===== src/rtl/mem_wb_skid_register_pkg.sv =====
// Shared MEM/WB pipeline definitions: default widths, the x0 register index
// and the write-back beat layout carried across the boundary.
package mem_wb_skid_register_pkg;

    localparam int DATA_W_DEF     = 32;
    localparam int REG_ADDR_W_DEF = 5;

    // Register index of the hard-wired zero register; writes to it are dropped.
    localparam int REG_ZERO = 0;

    typedef struct packed {
        logic [DATA_W_DEF-1:0]     data;
        logic [REG_ADDR_W_DEF-1:0] rd;
        logic                      we;
    } wb_beat_t;

endpackage


===== src/rtl/mem_wb_skid_register_fwd_match.sv =====
// Forwarding lookup against the two held beats; the skid entry is younger
// than the main entry, so it wins when both match.
module wb_fwd_match
    import mem_wb_skid_register_pkg::*;
#(
    parameter int  DATA_W     = DATA_W_DEF,
    parameter int  REG_ADDR_W = REG_ADDR_W_DEF,
    parameter type beat_t     = wb_beat_t
) (
    input  logic                  m_valid,
    input  beat_t                 m,
    input  logic                  s_valid,
    input  beat_t                 s,
    input  logic [REG_ADDR_W-1:0] rs,
    output logic                  hit,
    output logic [DATA_W-1:0]     data
);

    logic rs_live;
    logic hit_m;
    logic hit_s;

    assign rs_live = (rs != REG_ADDR_W'(REG_ZERO));
    assign hit_m   = rs_live && m_valid && m.we && (m.rd == rs);
    assign hit_s   = rs_live && s_valid && s.we && (s.rd == rs);

    always_comb begin
        hit  = hit_s || hit_m;
        data = '0;
        if (hit_s) begin
            data = s.data;
        end else if (hit_m) begin
            data = m.data;
        end
    end

endmodule


===== src/rtl/mem_wb_skid_register.sv =====
// MEM/WB boundary register with valid/ready handshake, optional 2-entry skid
// buffer, synchronous flush, x0 write suppression, forwarding and stall counter.
module mem_wb_skid_register
    import mem_wb_skid_register_pkg::*;
#(
    parameter int DATA_W      = DATA_W_DEF,
    parameter int REG_ADDR_W  = REG_ADDR_W_DEF,
    parameter int SKID_EN     = 1,
    parameter int STALL_CNT_W = 16
) (
    input  logic                   clk,
    input  logic                   reset,
    input  logic                   flush,
    input  logic                   in_valid,
    output logic                   in_ready,
    input  logic [DATA_W-1:0]      wb_data_in,
    input  logic [REG_ADDR_W-1:0]  rd_in,
    input  logic                   is_write_in,
    output logic                   out_valid,
    input  logic                   out_ready,
    output logic [DATA_W-1:0]      wb_data_out,
    output logic [REG_ADDR_W-1:0]  rd_out,
    output logic                   is_write_out,
    input  logic [REG_ADDR_W-1:0]  fwd_rs_a,
    input  logic [REG_ADDR_W-1:0]  fwd_rs_b,
    output logic                   fwd_hit_a,
    output logic                   fwd_hit_b,
    output logic [DATA_W-1:0]      fwd_data_a,
    output logic [DATA_W-1:0]      fwd_data_b,
    output logic [STALL_CNT_W-1:0] stall_cycles
);

    typedef struct packed {
        logic [DATA_W-1:0]     data;
        logic [REG_ADDR_W-1:0] rd;
        logic                  we;
    } beat_t;

    beat_t m_q, m_d;
    beat_t s_q, s_d;
    logic  m_valid_q, m_valid_d;
    logic  s_valid_q, s_valid_d;
    beat_t in_beat;
    logic  accept;
    logic  drain;
    logic  stall;

    assign in_beat = '{
        data: wb_data_in,
        rd:   rd_in,
        we:   is_write_in && (rd_in != REG_ADDR_W'(REG_ZERO))
    };

    // With the skid entry, ready depends only on state so it can be registered
    // upstream; without it, ready must look through to out_ready.
    generate
        if (SKID_EN != 0) begin : g_skid_ready
            assign in_ready = !s_valid_q;
        end else begin : g_single_ready
            assign in_ready = !m_valid_q || out_ready;
        end
    endgenerate

    assign accept = in_valid && in_ready;
    assign drain  = m_valid_q && out_ready;
    assign stall  = m_valid_q && !out_ready;

    always_comb begin
        // NOTE: every next-state signal takes its hold value first, so no path
        // through the branches below leaves one unassigned and infers a latch.
        m_d       = m_q;
        m_valid_d = m_valid_q;
        s_d       = s_q;
        s_valid_d = s_valid_q;

        if (flush) begin
            m_valid_d = 1'b0;
            s_valid_d = 1'b0;
        end else if (s_valid_q) begin
            // in_ready is low while S is full, so only a drain can happen here.
            if (drain) begin
                m_d       = s_q;
                m_valid_d = 1'b1;
                s_valid_d = 1'b0;
            end
        end else if (accept) begin
            if (!m_valid_q || drain) begin
                m_d       = in_beat;
                m_valid_d = 1'b1;
            end else if (SKID_EN != 0) begin
                s_d       = in_beat;
                s_valid_d = 1'b1;
            end
        end else if (drain) begin
            m_valid_d = 1'b0;
        end
    end

    always_ff @(posedge clk or posedge reset) begin
        if (reset) begin
            // NOTE: the payload registers are reset as well because wb_data_out
            // and rd_out are required to read zero straight out of reset.
            m_q       <= '0;
            s_q       <= '0;
            m_valid_q <= 1'b0;
            s_valid_q <= 1'b0;
        end else begin
            // NOTE: sequential state uses non-blocking assignments so every
            // register samples the pre-edge values computed in always_comb.
            m_q       <= m_d;
            s_q       <= s_d;
            m_valid_q <= m_valid_d;
            s_valid_q <= s_valid_d;
        end
    end

    // Saturating counter: flush does not clear it, only reset does.
    always_ff @(posedge clk or posedge reset) begin
        if (reset) begin
            stall_cycles <= '0;
        end else if (stall && (stall_cycles != '1)) begin
            stall_cycles <= stall_cycles + STALL_CNT_W'(1);
        end
    end

    assign out_valid    = m_valid_q;
    assign wb_data_out  = m_q.data;
    assign rd_out       = m_q.rd;
    assign is_write_out = m_valid_q && m_q.we;

    wb_fwd_match #(
        .DATA_W     (DATA_W),
        .REG_ADDR_W (REG_ADDR_W),
        .beat_t     (beat_t)
    ) u_fwd_a (
        .m_valid (m_valid_q),
        .m       (m_q),
        .s_valid (s_valid_q),
        .s       (s_q),
        .rs      (fwd_rs_a),
        .hit     (fwd_hit_a),
        .data    (fwd_data_a)
    );

    wb_fwd_match #(
        .DATA_W     (DATA_W),
        .REG_ADDR_W (REG_ADDR_W),
        .beat_t     (beat_t)
    ) u_fwd_b (
        .m_valid (m_valid_q),
        .m       (m_q),
        .s_valid (s_valid_q),
        .s       (s_q),
        .rs      (fwd_rs_b),
        .hit     (fwd_hit_b),
        .data    (fwd_data_b)
    );

    a_no_overrun: assert property (@(posedge clk) disable iff (reset)
        !(accept && s_valid_q));

endmodule


===== config.mk =====
export PLATFORM = sky130hd
export DESIGN_NAME = mem_wb_skid_register
export DESIGN_NICKNAME = d
export VERILOG_FILES = /design/src/rtl/mem_wb_skid_register_pkg.sv /design/src/rtl/mem_wb_skid_register_fwd_match.sv /design/src/rtl/mem_wb_skid_register.sv
export SDC_FILE = /design/constraint.sdc
export NUM_CORES = 1
export LEC_CHECK = 0
export ABC_CLOCK_PERIOD_IN_PS = 3500
export CAP_MARGIN = 0
export CORE_ASPECT_RATIO = 0.9
export CORE_MARGIN = 10
export CORE_UTILIZATION = 48
export CTS_CLUSTER_SIZE = 24
export DETAILED_ROUTE_END_ITERATION = 7
export GPL_TIMING_DRIVEN = 0
export PLACE_DENSITY = 0.81
export SYNTH_ARGS = -nofsm -noshare
export SYNTH_HDL_FRONTEND = slang
export SYNTH_SLANG_ARGS = --single-unit

===== constraint.sdc =====
create_clock -name clk -period 3.5 [get_ports clk]
set_clock_uncertainty 0.05 [all_clocks]
set_input_delay 0.35 -clock clk [delete_from_list [all_inputs] [get_ports clk]]
set_output_delay 0.35 -clock clk [all_outputs]
set_load 0.005 [all_outputs]

* Yosys cells after proc, flatten, opt, wreduce, memory -nomap -nowiden
Index checks and enable logic that the tools add are counted.
Widths: inputs -> output; s select.
** Cells by class
- Bitwise gates (word level) :: 3
- Eq/ne operators :: 8
- $lt $le $gt $ge :: 0
- Reductions and logical operators :: 33
- Shift-type cells :: 0
- Multiply operators :: 0
- Divide/modulo/power cells :: 0
- Add/subtract/negate cells :: 1
- Muxes and demuxes :: 19
** Operators with widths (number)
- $mux 38 :: 4
- $mux 32 :: 4
- $eq 5x5->1 :: 4
- $logic_and 1x1->1 :: 18
- $add 16x1->16 const B :: 1
- $ne 16x16->1 const B :: 1
- $reduce_bool 5->1 :: 3
- $mux 1 :: 11
- $reduce_and 4->1 :: 2
- $ne 4x3->1 const B :: 1
- $reduce_bool 2->1 :: 2
- $logic_not 1->1 :: 3
- $logic_or 1x1->1 :: 3
- $ne 3x2->1 const B :: 1
- $not 1->1 :: 3
- $reduce_and 3->1 :: 1
- $reduce_bool 3->1 :: 1
- $ne 2x1->1 const B :: 1
** Word-level totals
- Bits in read-only memories :: 0
- Bits in latches :: 0
- Bits in writable memories :: 0
- Logic and storage cells :: 73
- Bits in registers :: 94
- Input bits :: 53
- Memories :: 0
- Output and inout port bits :: 122

* Logic depth before layout (Yosys ltp)
- Depth in word-level cells :: 6
- Gate-level depth with buffers :: 7
- Depth with buffers taken out :: 5

* Hierarchy
Synthesis repeated with hierarchy kept, for this count alone.
** Unflattened totals
- Cells, all modules :: 565
- Area total of the unflattened synthesis :: 6164.7 µm²
** Modules (own cells, without submodules)
- mem_wb_skid_register :: area each 4367.9 µm², cells an instance 375, instances 1, seq. area each 2352.3 µm²
- wb_fwd_match :: area each 898.4 µm², cells an instance 95, instances 2, seq. area each 0.0 µm²

* Worst setup path before layout
OpenSTA, ideal clock, no wires.
- Kind :: register to output
- Start :: register m_q (netlist bit rd_out[0])
- End :: output port fwd_data_b[12]
- Path slack :: 1.541 ns
- Path buffers :: 2
- Cell stages (with the launch flop) :: 7
- Data required time :: 3.100 ns
- Arrival time :: 1.559 ns
- Cells stage by stage :: dfrtp_1 xor2_1 nor4_4 buf_2 buf_2 nand3_1 mux2i_1
** Between the ends
- Cells in the longest elaborated chain, start to end :: 4
** Ends and longest elaborated chain
- from (decl) :: RTL line mem_wb_skid_register.sv:39 : beat_t m_q, m_d;
- from (signal assigned) :: RTL line mem_wb_skid_register.sv:110 : m_q <= m_d;
- $eq 5x5->1 :: RTL line mem_wb_skid_register_fwd_match.sv:24 : assign hit_m = rs_live && m_valid && m.we && (m.rd == rs);
- $logic_and 1x1->1 :: RTL line mem_wb_skid_register_fwd_match.sv:24
- $mux 32 :: RTL line mem_wb_skid_register_fwd_match.sv:32 : end else if (hit_m) begin
- $mux 32 :: RTL line mem_wb_skid_register_fwd_match.sv:30 : if (hit_s) begin
- to (decl) :: RTL line mem_wb_skid_register.sv:29 : output logic [DATA_W-1:0] fwd_data_b,
Every way passes these cells.

* Worst setup path in the final report
- Start :: input port fwd_rs_a[0]
- End :: output port fwd_data_a[6]
** Between the ends
- Cells in the longest elaborated chain, start to end :: 6
- Elaborated cells between the ends (all ways) :: 11
- Those cells by class :: eq/ne: 2; mux: 2; reduce/logical: 7
** Ends and longest elaborated chain
- from (decl) :: RTL line mem_wb_skid_register.sv:24 : input logic [REG_ADDR_W-1:0] fwd_rs_a,
- $reduce_bool 5->1 :: RTL line mem_wb_skid_register_fwd_match.sv:23 : assign rs_live = (rs != REG_ADDR_W'(REG_ZERO));
- $logic_and 1x1->1 (3 in a row) :: RTL line mem_wb_skid_register_fwd_match.sv:24
- $mux 32 :: RTL line mem_wb_skid_register_fwd_match.sv:32
- $mux 32 * :: RTL line mem_wb_skid_register_fwd_match.sv:30
- to (decl) :: RTL line mem_wb_skid_register.sv:28 : output logic [DATA_W-1:0] fwd_data_a,
Every way passes the cells marked *; elsewhere a longest branch is shown, timed or not.

==> metrics.md <==
| Metric | Value |
|---|---|
| Status | completed |
| Min Tclk post-route | 3.41 ns |
| # rows | 38 |
| Root Buffer | clkbuf_16 |
| Crit path capture type | primary output |
| Global placer's final weighted congestion | around 0.83 |
| Yosys top cell by area | dfrtp_1 |
| Hold Path Class | in2async |
| Net switching power | 1.13 mW |
| Initial antenna violation count | 0 |
| Number of synthesized flops with an enable pin | 0 |
| Routed WL | 18.6 mm |
| N_diodes | 0 |
| Rel. slew slack | 0.411 |
| FF+latch area | roughly 2400 sq um |
| Clock share of power | 0.250 |
| Highest Signal Layer | met4 |
| Critical Path AT | 3.01 ns |
| Htree depth | 3 |
| DR WL/cell | between 20 and 25 um |
| Reg2Reg Setup Slack | between 1 and 1.5 ns |
| Required time of the critical path | 3.10 ns |
| Count of cell types in the netlist | 44 |
| Pre-antenna DRT Iters | 5 |
| Setup violations, final | 0 |
| P_leak | between 3 and 4 nW |
| Pin count of the biggest net entering global routing | between 50 and 60 |
| Ys flop type | dfrtp_1 |
| Post-route clock period utilization | 0.973 |
| Layout area overhead | 37.9% |
| Clock Pin Slew Worst Setup and Hold Paths | roughly 0.060 ns |
| Initial Util | 0.493 |
| Power Dens Cells | around 440 nW/um^2 |
| Area of the core | about 12000 sq um |
| Seq pwr share | 0.443 |
| Synth Cell Area | just under 6000 sq um |
| Cells taking the most area after synthesis | dfrtp_1 (40%), mux2i_1 (12%), mux2_2 (12%) |
| Max Cap Viol | 0 |
| Final Hold Fails | 0 |
| Synth Warn # | 0 |
| Slew Viols, Final | 0 |
| RSZ-0062 raised after global routing | false |
| Hold slack final | 0.378 ns |
| Post-CTS repair timing setup buffer count | 0 |
| Clock Sinks | 94 |
| Synth Area per Inst | around 10 sq um |
| Total track usage | 0.211 |
| Internal power | around 2.5 mW |
| Most common cell in the synthesized netlist | dfrtp_1 |
| CTS tree | done |
| Skew-Pair Late Insertion Delay | 0.34 ns |
| Nets | between 800 and 900 |
| Cts bufs inserted | 9 |
| GRT overflow | 0 |
| CTS Hold Buffers Added | 0 |
| Metal2 WL | roughly 9.0 mm |
| Top cell type's share of synthesized area | 0.395 |
| Share of cells above drive strength 1 | 0.212 |
| VDD IR max | around 340 uV |
| Startpoint Class | input pin |
| DRC viols | 0 |
| Die width | roughly 140 um |
| DP Area | about 7900 sq um |
| Top-level I/O count | about 180 |
| CTS Buffer Depth | 2 |
| #FFs+latches synth | 94 |
| # fillers | 916 |
| Syn Nets | between 600 and 700 |
| Slew @ Worst Pin | 0.883 ns |
| Overall Power | approximately 3.6 mW |
| Vias | about 5100 |
| IO buf count | between 150 and 200 |
| Vias in the first global route | ~5400 |
| First-pass GRT wire length | about 30 mm |
| Full die area | around 17000 sq um |
| F_max | ~300 MHz |
| Critical Setup Path Class | in2out |
| Met3 routed WL | ~1.7 mm |
| Vias per cell | approximately 5.5 |
| Area of the multi-input gates | between 3000 and 4000 sq um |
| Final instance area | around 8000 sq um |
| Routed Antenna Nets | 0 |
| Iteration-0 DRC count of the detailed router | 398 |
| Top cells by count, synth | dfrtp_1 (94), mux2i_1 (71), mux2_2 (61), nor2_1 (44), buf_4 (42) |
| Mapped Cells | slightly below 600 |
| Crit Path Max Fanout | 10 |
| Hpwl dp | approximately 14 mm |
| Net Sw Frac | 0.313 |
| Asr flop ratio synth | 1.00 |
| Post-synthesis sequential area ratio | 0.395 |
| Die Y | between 100 and 150 um |
| Combinational power share | 0.307 |
| WL met1 | between 7 and 8 mm |
## flip-flops by register name, summed over array words and instances, names as in the netlist
name	cells
s_q	38
stall_cycles	16
rd_out	5
s_valid_q	1
out_valid	1
wb_data_out	32
m_q	1
## cells by family after synthesis
group / Yosys count / synth area share
buffers and inverters: 99 / 0.0954
XOR/XNOR: 28 / 0.0412
flip-flops: 94 / 0.395
AND/OR/NAND/NOR: 162 / 0.153
AO/OA/AOI/OAI: 53 / 0.0563
adder cells (fa/ha/maj): 1 / 0.00210
multiplexers: 141 / 0.257
## metrics by stage
| stage | TNS (ns) | worst slack [ns] | std cells | util |
|---|---|---|---|---|
| CTS | 0 | 0.115 | 929 | 0.679 |
| floorplan | 0 | 0.651 | 578 | - |
| detailed placement | 0 | 0.119 | 913 | 0.656 |
| global placement | -67.96 | -0.728 | 912 | 0.654 |
| finish | 0 | 0.0944 | 929 | 0.680 |
| global route | 0 | 0.000250 | 929 | 0.680 |
## power groups by stage
| stage | clock, mW | sequential [mW] | combinational (mW) |
|---|---|---|---|
| 5_1_grt | 0.963 | 1.64 | 1.21 |
| 2_1_floorplan | 0 | 1.53 | 0.642 |
| 6_report | 0.903 | 1.60 | 1.11 |
| 4_1_cts | 0.913 | 1.60 | 1.12 |
| 3_5_place_dp | 0 | 1.61 | 1.11 |
| 3_3_place_gp | 0 | 1.58 | 1.07 |
## timing repair
| item | 4_1_cts | 5_1_grt |
|---|---|---|
| hold endpoints to repair | 0 | 0 |
| setup endpoints to repair | 0 | 1 |
| resized for setup | 0 | 2 |
## layout make-up
class,count,area share
multi-input cells,385,0.371
flip-flops and latches,94,0.287
repair buffers,175,0.216
plain buffers,74,0.0578
clock buffers,13,0.0305
well taps,160,0.0244
inverters,25,0.0117
clock inverters,3,0.00244
## critical path: stages
cell and delay [ns]:
clkdlybuf4s50_1 0.58, xor2_1 0.14, nor4_4 0.52, buf_4 0.28, buf_4 0.21, nand3_1 0.09
mux2i_1 0.26, clkdlybuf4s50_1 0.56
## placed cells by master (no fill, tap or decap), types with 19 or more instances in the layout
cell / n
nand4_1: 22
and3_1: 32
nor2_1: 44
buf_4: 42
mux2i_1: 71
buf_2: 19
inv_1: 24
mux2_2: 61
xor2_1: 21
dfrtp_1: 94
clkdlybuf4s50_1: 174
nand3_1: 24
a21oi_1: 39
## final timing paths
check / start / end / depth (start not counted)
min in group clk: s_q[0]$_DFFE_PP0P_ / s_q[0]$_DFFE_PP0P_ / 2
min reg2reg: s_q[0]$_DFFE_PP0P_ / s_q[0]$_DFFE_PP0P_ / 2
max: fwd_rs_a[0] / fwd_data_a[6] / 8
max reg2reg: s_valid_q$_DFF_PP0_ / wb_data_out[6]$_DFFE_PP0P_ / 7
max in group asynchronous: reset / s_q[37]$_DFFE_PP0P_ / 3
min: reset / s_q[21]$_DFFE_PP0P_ / 2
## layer usage
| metal | global-route usage | vias to the layer above |
|---|---|---|
| met1 | 0.251 | 2522 |
| met2 | 0.355 | 207 |
| li1 | - | 2383 |
| met4 | 0.0632 | 0 |
| met5 | 0 | - |
| met3 | 0.0640 | 25 |
(Power assumes the default switching activity.)
